<file path="src/rtl/datapath_ctrl_pkg.sv">
// Shared types and instruction field helpers for the register-file/ALU sequencer.
// Field positions are derived from INSTR_W and SEL_W so every width variant decodes identically.
package datapath_ctrl_pkg;

    typedef enum logic [1:0] {
        OP_ALU  = 2'b00,
        OP_MOV  = 2'b01,
        OP_ILL2 = 2'b10,
        OP_ILL3 = 2'b11
    } op_t;

    typedef enum logic [2:0] {
        ST_IDLE   = 3'd0,
        ST_LOAD_A = 3'd1,
        ST_LOAD_B = 3'd2,
        ST_WRITE  = 3'd3,
        ST_FIN    = 3'd4
    } state_t;

    localparam int OP_LSB   = 0;
    localparam int MODE_BIT = 2;
    localparam int ALU_LSB  = 3;

    function automatic int rx_msb(input int instr_w);
        return instr_w - 1;
    endfunction

    function automatic int ry_msb(input int instr_w, input int sel_w);
        return instr_w - 1 - sel_w;
    endfunction

    function automatic int min_instr_w(input int sel_w, input int alu_sel_w);
        return 2 * sel_w + alu_sel_w + 3;
    endfunction

    function automatic logic is_illegal(input op_t op);
        return (op == OP_ILL2) || (op == OP_ILL3);
    endfunction

    // First state after an instruction is accepted, from IDLE or (autorun) from FIN.
    function automatic state_t entry_state(input op_t op);
        case (op)
            OP_ALU:  return ST_LOAD_A;
            OP_MOV:  return ST_WRITE;
            default: return ST_FIN;
        endcase
    endfunction

endpackage

</file>
<file path="src/rtl/onehot_dec.sv">
// Binary-to-one-hot decoder with enable; drives the register-file write enables.
module onehot_dec #(
    parameter int SEL_W    = 3,
    parameter int NUM_REGS = 8
) (
    input  logic                en,
    input  logic [SEL_W-1:0]    idx,
    output logic [NUM_REGS-1:0] onehot
);

    always_comb begin
        onehot = '0;
        if (en) begin
            onehot[idx] = 1'b1;
        end
    end

endmodule

</file>
<file path="src/rtl/datapath_seq_ctrl.sv">
// Multi-cycle sequencer: operand loads into S/C, ALU op, one-hot register write-back.
// Define DATAPATH_SEQ_CTRL_AUTORUN_EN to let FIN accept the next instruction directly.
module datapath_seq_ctrl
    import datapath_ctrl_pkg::*;
#(
    parameter int  NUM_REGS  = 8,
    parameter int  ALU_SEL_W = 4,
    parameter int  INSTR_W   = 16,
    localparam int SEL_W     = $clog2(NUM_REGS)
) (
    input  logic                 clk,
    input  logic                 reset_n,
    input  logic [INSTR_W-1:0]   instruction,
    input  logic                 run,
    output logic [SEL_W:0]       mux_sel,
    output logic [ALU_SEL_W-1:0] alu_sel,
    output logic                 mode,
    output logic                 en_s,
    output logic                 en_c,
    output logic [NUM_REGS-1:0]  reg_en,
    output logic                 en_inst,
    output logic                 busy,
    output logic                 done,
    output logic                 err
);

    localparam int             RX_MSB  = rx_msb(INSTR_W);
    localparam int             RY_MSB  = ry_msb(INSTR_W, SEL_W);
    localparam logic [SEL_W:0] MUX_ALU = (SEL_W + 1)'(NUM_REGS);

    if (INSTR_W < min_instr_w(SEL_W, ALU_SEL_W)) begin : g_bad_instr_w
        $error("datapath_seq_ctrl: INSTR_W too narrow for rx/ry/alu_sel/mode/op fields");
    end
    if ((NUM_REGS < 2) || (NUM_REGS > 16) || ((NUM_REGS & (NUM_REGS - 1)) != 0)) begin : g_bad_num_regs
        $error("datapath_seq_ctrl: NUM_REGS must be a power of two in 2..16");
    end

    state_t               state_q, state_d;
    logic [INSTR_W-1:0]   instr_q;
    logic                 latch;
    logic                 wr_en;
    logic                 en_inst_c;
    logic [SEL_W-1:0]     rx_f, ry_f;
    logic [ALU_SEL_W-1:0] alu_f;
    logic                 mode_f;
    op_t                  op_q, op_in;
    logic                 unused_instr;

    assign rx_f         = instr_q[RX_MSB -: SEL_W];
    assign ry_f         = instr_q[RY_MSB -: SEL_W];
    assign alu_f        = instr_q[ALU_LSB +: ALU_SEL_W];
    assign mode_f       = instr_q[MODE_BIT];
    assign op_q         = op_t'(instr_q[OP_LSB +: 2]);
    assign op_in        = op_t'(instruction[OP_LSB +: 2]);
    assign unused_instr = ^instr_q;

    always_ff @(posedge clk or negedge reset_n) begin
        if (!reset_n) begin
            state_q <= ST_IDLE;
            instr_q <= '0;
        end else begin
            state_q <= state_d;
            if (latch) begin
                instr_q <= instruction;
            end
        end
    end

    always_comb begin
        state_d   = state_q;
        latch     = 1'b0;
        wr_en     = 1'b0;
        en_inst_c = 1'b0;
        mux_sel   = '0;
        alu_sel   = '0;
        mode      = 1'b0;
        en_s      = 1'b0;
        en_c      = 1'b0;
        busy      = 1'b1;
        done      = 1'b0;
        err       = 1'b0;
        case (state_q)
            ST_IDLE: begin
                busy      = 1'b0;
                en_inst_c = 1'b1;
                if (run) begin
                    latch   = 1'b1;
                    state_d = entry_state(op_in);
                end
            end
            ST_LOAD_A: begin
                mux_sel = {1'b0, rx_f};
                en_s    = 1'b1;
                state_d = ST_LOAD_B;
            end
            ST_LOAD_B: begin
                mux_sel = {1'b0, ry_f};
                en_c    = 1'b1;
                alu_sel = alu_f;
                mode    = mode_f;
                state_d = ST_WRITE;
            end
            ST_WRITE: begin
                wr_en = 1'b1;
                if (op_q == OP_ALU) begin
                    mux_sel = MUX_ALU;
                    alu_sel = alu_f;
                    mode    = mode_f;
                end else begin
                    mux_sel = {1'b0, ry_f};
                end
                state_d = ST_FIN;
            end
            ST_FIN: begin
                done    = 1'b1;
                err     = is_illegal(op_q);
                state_d = ST_IDLE;
`ifdef DATAPATH_SEQ_CTRL_AUTORUN_EN
                if (run) begin
                    en_inst_c = 1'b1;
                    latch     = 1'b1;
                    state_d   = entry_state(op_in);
                end
`endif
            end
            default: begin
                busy    = 1'b0;
                state_d = ST_IDLE;
            end
        endcase
    end

    // Reset parks the FSM in IDLE, whose en_inst strobe must still read 0 while reset is held.
    assign en_inst = en_inst_c & reset_n;

    onehot_dec #(
        .SEL_W    (SEL_W),
        .NUM_REGS (NUM_REGS)
    ) u_reg_dec (
        .en     (wr_en),
        .idx    (rx_f),
        .onehot (reg_en)
    );

endmodule

</file>
<file path="config.mk">
export PLATFORM = sky130hd
export DESIGN_NAME = datapath_seq_ctrl
export DESIGN_NICKNAME = d
export VERILOG_FILES = /design/src/rtl/datapath_ctrl_pkg.sv /design/src/rtl/onehot_dec.sv /design/src/rtl/datapath_seq_ctrl.sv
export SDC_FILE = /design/constraint.sdc
export NUM_CORES = 1
export LEC_CHECK = 0
export CAP_MARGIN = 20
export CORE_ASPECT_RATIO = 0.6
export CORE_MARGIN = 4
export CORE_UTILIZATION = 35
export CTS_CLUSTER_SIZE = 40
export DETAILED_ROUTE_END_ITERATION = 6
export GPL_ROUTABILITY_DRIVEN = 1
export GPL_TIMING_DRIVEN = 0
export PLACE_DENSITY_LB_ADDON = 0.15
export SLEW_MARGIN = 20
export SYNTH_ARGS = -nofsm -noshare
export SYNTH_HDL_FRONTEND = slang
export SYNTH_SLANG_ARGS = --single-unit
</file>
<file path="constraint.sdc">
create_clock -name clk -period 1.94 [get_ports clk]
set_clock_uncertainty 0.1 [all_clocks]
set_input_delay 0.485 -clock clk [delete_from_list [all_inputs] [get_ports clk]]
set_output_delay 0.485 -clock clk [all_outputs]
set_load 0.02 [all_outputs]
</file>
==> metrics.txt <==
mux cell area share after synthesis between 15 and 20%; power consumption slightly below 3 mW; Routed Antenna Nets 0; Die X between 70 and 80 um; most frequent cells in the layout 28 x buf_4, 14 x clkdlybuf4s50_1, 14 x dfrtp_1, 13 x buf_6, 13 x mux2_2; root buffer cell clkbuf_8; Period Utilization, post-route 106%; Worst Path Required ~1.4 ns; port bufs 38; Final Hold Fails 0; Synth top area share between 40 and 50%; via count about 900; setup violators final 14; post-synthesis adder-cell area fraction 0%; wire length on met2 roughly 1300 um; DP Cell Count roughly 150; Final #Nets between 150 and 200; CP max FO 4; CP arrival between 1 and 1.5 ns; residual overflow from global routing 0; Synth Register Bits 16; Bufs on Longest Clock Path 2; Core Footprint 2290 um2; Worst-Margin Slew around 0.76 ns; Synth Area in Simple Gates between 20 and 30%; # fillers about 150; fin cells 171; Worst slew margin roughly half; Worst setup startpoint state_q[2]$_DFFE_PN0P_; f_max approximately 490 MHz; Top Layer Used met4; WS Path Type reg2out; cell area after synthesis around 900 um2; compound-cell area share of the yosys netlist under 10%; area leader, netlist dfrtp_1; worst min path class reg2reg; Vias/cell approximately 5.3; io pins between 40 and 50; net count after synthesis 99; largest net degree at the start of global routing 17; post-detailed-route wirelength per cell ~17 um; mean area per synthesized cell around 11 um2; initial antenna violation count 0; H-tree depth 1; status complete, but fails checks; critical hold path startpoint instr_q[2]$_DFFE_PN0P_; commonest non-fill, non-tap cell in the layout buf_4; Post-Route M1 WL 1350 um; Final Hold Slack 0.404 ns; DP Area around 1300 um2; VDD IR max 0.861 mV; RSZ-0062 raised after global routing yes; Area Growth Syn to Fin 85.3%; Slew Limit Fails 0; die area 3460 um2; CTS buffer count 3; Synth Warn # 0; Ant. Diodes 0; die height between 40 and 50 um; startpoint types flop; WL met3 ~210 um; pwr dens ~1800 nW/um2; initial detailed-routing violation count 63; clk sinks 16; Pre-Repair DR Iteration Count 4; main combinational cell family by area after synthesis simple AND/OR/NAND/NOR gates; Pleak about 0.73 nW; Initial Util 39.1%; Clock transition at path regs about 0.06 ns; r2r startpoint state_q[2]$_DFFE_PN0P_; hpwl dp 1790 um; post-route cell area 1660 um2; layout cells sized above 1 between 60 and 70%; synthesized-area fraction occupied by xor and xnor cells less than 1%; Yosys cell types 25; Mapped Cells 80; Max-Cap Viols 0; DRC Markers 0; Site Rows 13; gr usage total around 17%; Synth area leaders dfrtp_1 45%, mux2_2 16%, nor2b_1 4.9%; TritonCTS clock tree built; final wirelength 2880 um; smallest setup slack after layout -0.117 ns; vias in the first global route about 860; post-synthesis sequential area ratio between 40% and 50%; first-pass GRT wire length 4230 um; pre-CTS WS -1.11 ns; Period minus WS final between 2 and 2.5 ns; critical path capture point type output pin; failing checks negative setup slack; clk_lat worst skew 0.25 ns; gpl congestion between 0.8 and 0.9
## final timing paths
kind                                           endpoint  depth (start not counted)  slack (ns)
worst max-delay path                          reg_en[7]                          5       -0.12
worst min-delay path             instr_q[2]$_DFFE_PN0P_                          1        0.40
worst max register to register  instr_q[14]$_DFFE_PN0P_                          5        0.16
worst min register to register   instr_q[2]$_DFFE_PN0P_                          1        0.40
max in group asynchronous        state_q[2]$_DFFE_PN0P_                          2        0.45
min in group asynchronous       instr_q[11]$_DFFE_PN0P_                          2        0.77
## per-layer routing
| layer | vias up | GRT usage, % |
|---|---|---|
| met1 | 447 | 23.2 |
| met3 | 5 | 5.98 |
| met5 | - | 0 |
| met2 | 38 | 25.9 |
| li1 | 411 | - |
| met4 | 0 | 2.53 |
## cell families (layout without fill, tap and decap cells)
| group | count (synthesis) | count (layout) |
|---|---|---|
| xor gates and xnor gates | 1 | 1 |
| muxes | 13 | 13 |
| and+or+nand+nor | 38 | 38 |
| AOI/OAI and AO/OA | 8 | 8 |
| buffers and inverters | 4 | 65 |
| DFF | 16 | 16 |
## stage by stage
stage,utilization [%],setup TNS (ns)
CTS,65.8,-0.724
global placement,57.8,-10.81
finish,72.4,-0.882
floorplan,-,-0.0458
detailed placement,57.8,-11.22
global route,72.4,-1.79
## cell type report
| cell class | instances | area (um2) | share of cell area, % |
|---|---|---|---|
| multi-input combinational | 60 | 621 | 37.4 |
| timing repair buffer | 57 | 499 | 30.1 |
| sequential | 16 | 403 | 24.3 |
| clock buffer | 4 | 55.1 | 3.32 |
| buffer | 4 | 45.0 | 2.71 |
| tap | 30 | 37.5 | 2.26 |
## flip-flops by register name, summed over array words and instances (netlist names)
name,cells
instr_q,13
state_q,3
## cell usage after synthesis
cell,instances
a21o_1,1
a21oi_1,2
a32o_1,3
and2_1,2
and3_1,1
buf_2,2
buf_6,1
clkbuf_1,1
dfrtp_1,16
mux2_2,13
nand2_1,2
nand2b_1,3
nand3b_1,1
nand4b_1,1
nand4bb_1,2
nor2_1,8
nor2b_1,7
nor3_1,2
nor3b_1,5
nor4_1,1
nor4b_1,1
nor4b_4,1
o21a_1,2
or3b_2,1
xnor2_1,1
## worst max-delay path: stages (launching register included)
cell and delay [ns]:
dfrtp_2 0.45, buf_8 0.13, nand4b_1 0.18, buf_4 0.17
nor2_1 0.12, buf_4 0.16
## repair_timing
action                                 4_1_cts  5_1_grt
setup endpoints to repair                   23       29
hold buffers                                 1        0
buffers inserted                            10        7
endpoints found under the hold margin       16        0
gates resized for setup                    150       29
pin swaps                                   10       12
gates cloned                                 1        0
## power breakdown
group          leakage, nW  switching (mW)  internal [mW]  total, mW
Clock               0.0288           0.119          0.180      0.299
Sequential           0.188           0.167          0.511      0.678
Combinational        0.509           0.921           1.06       1.98
(Power assumes the default switching activity.)
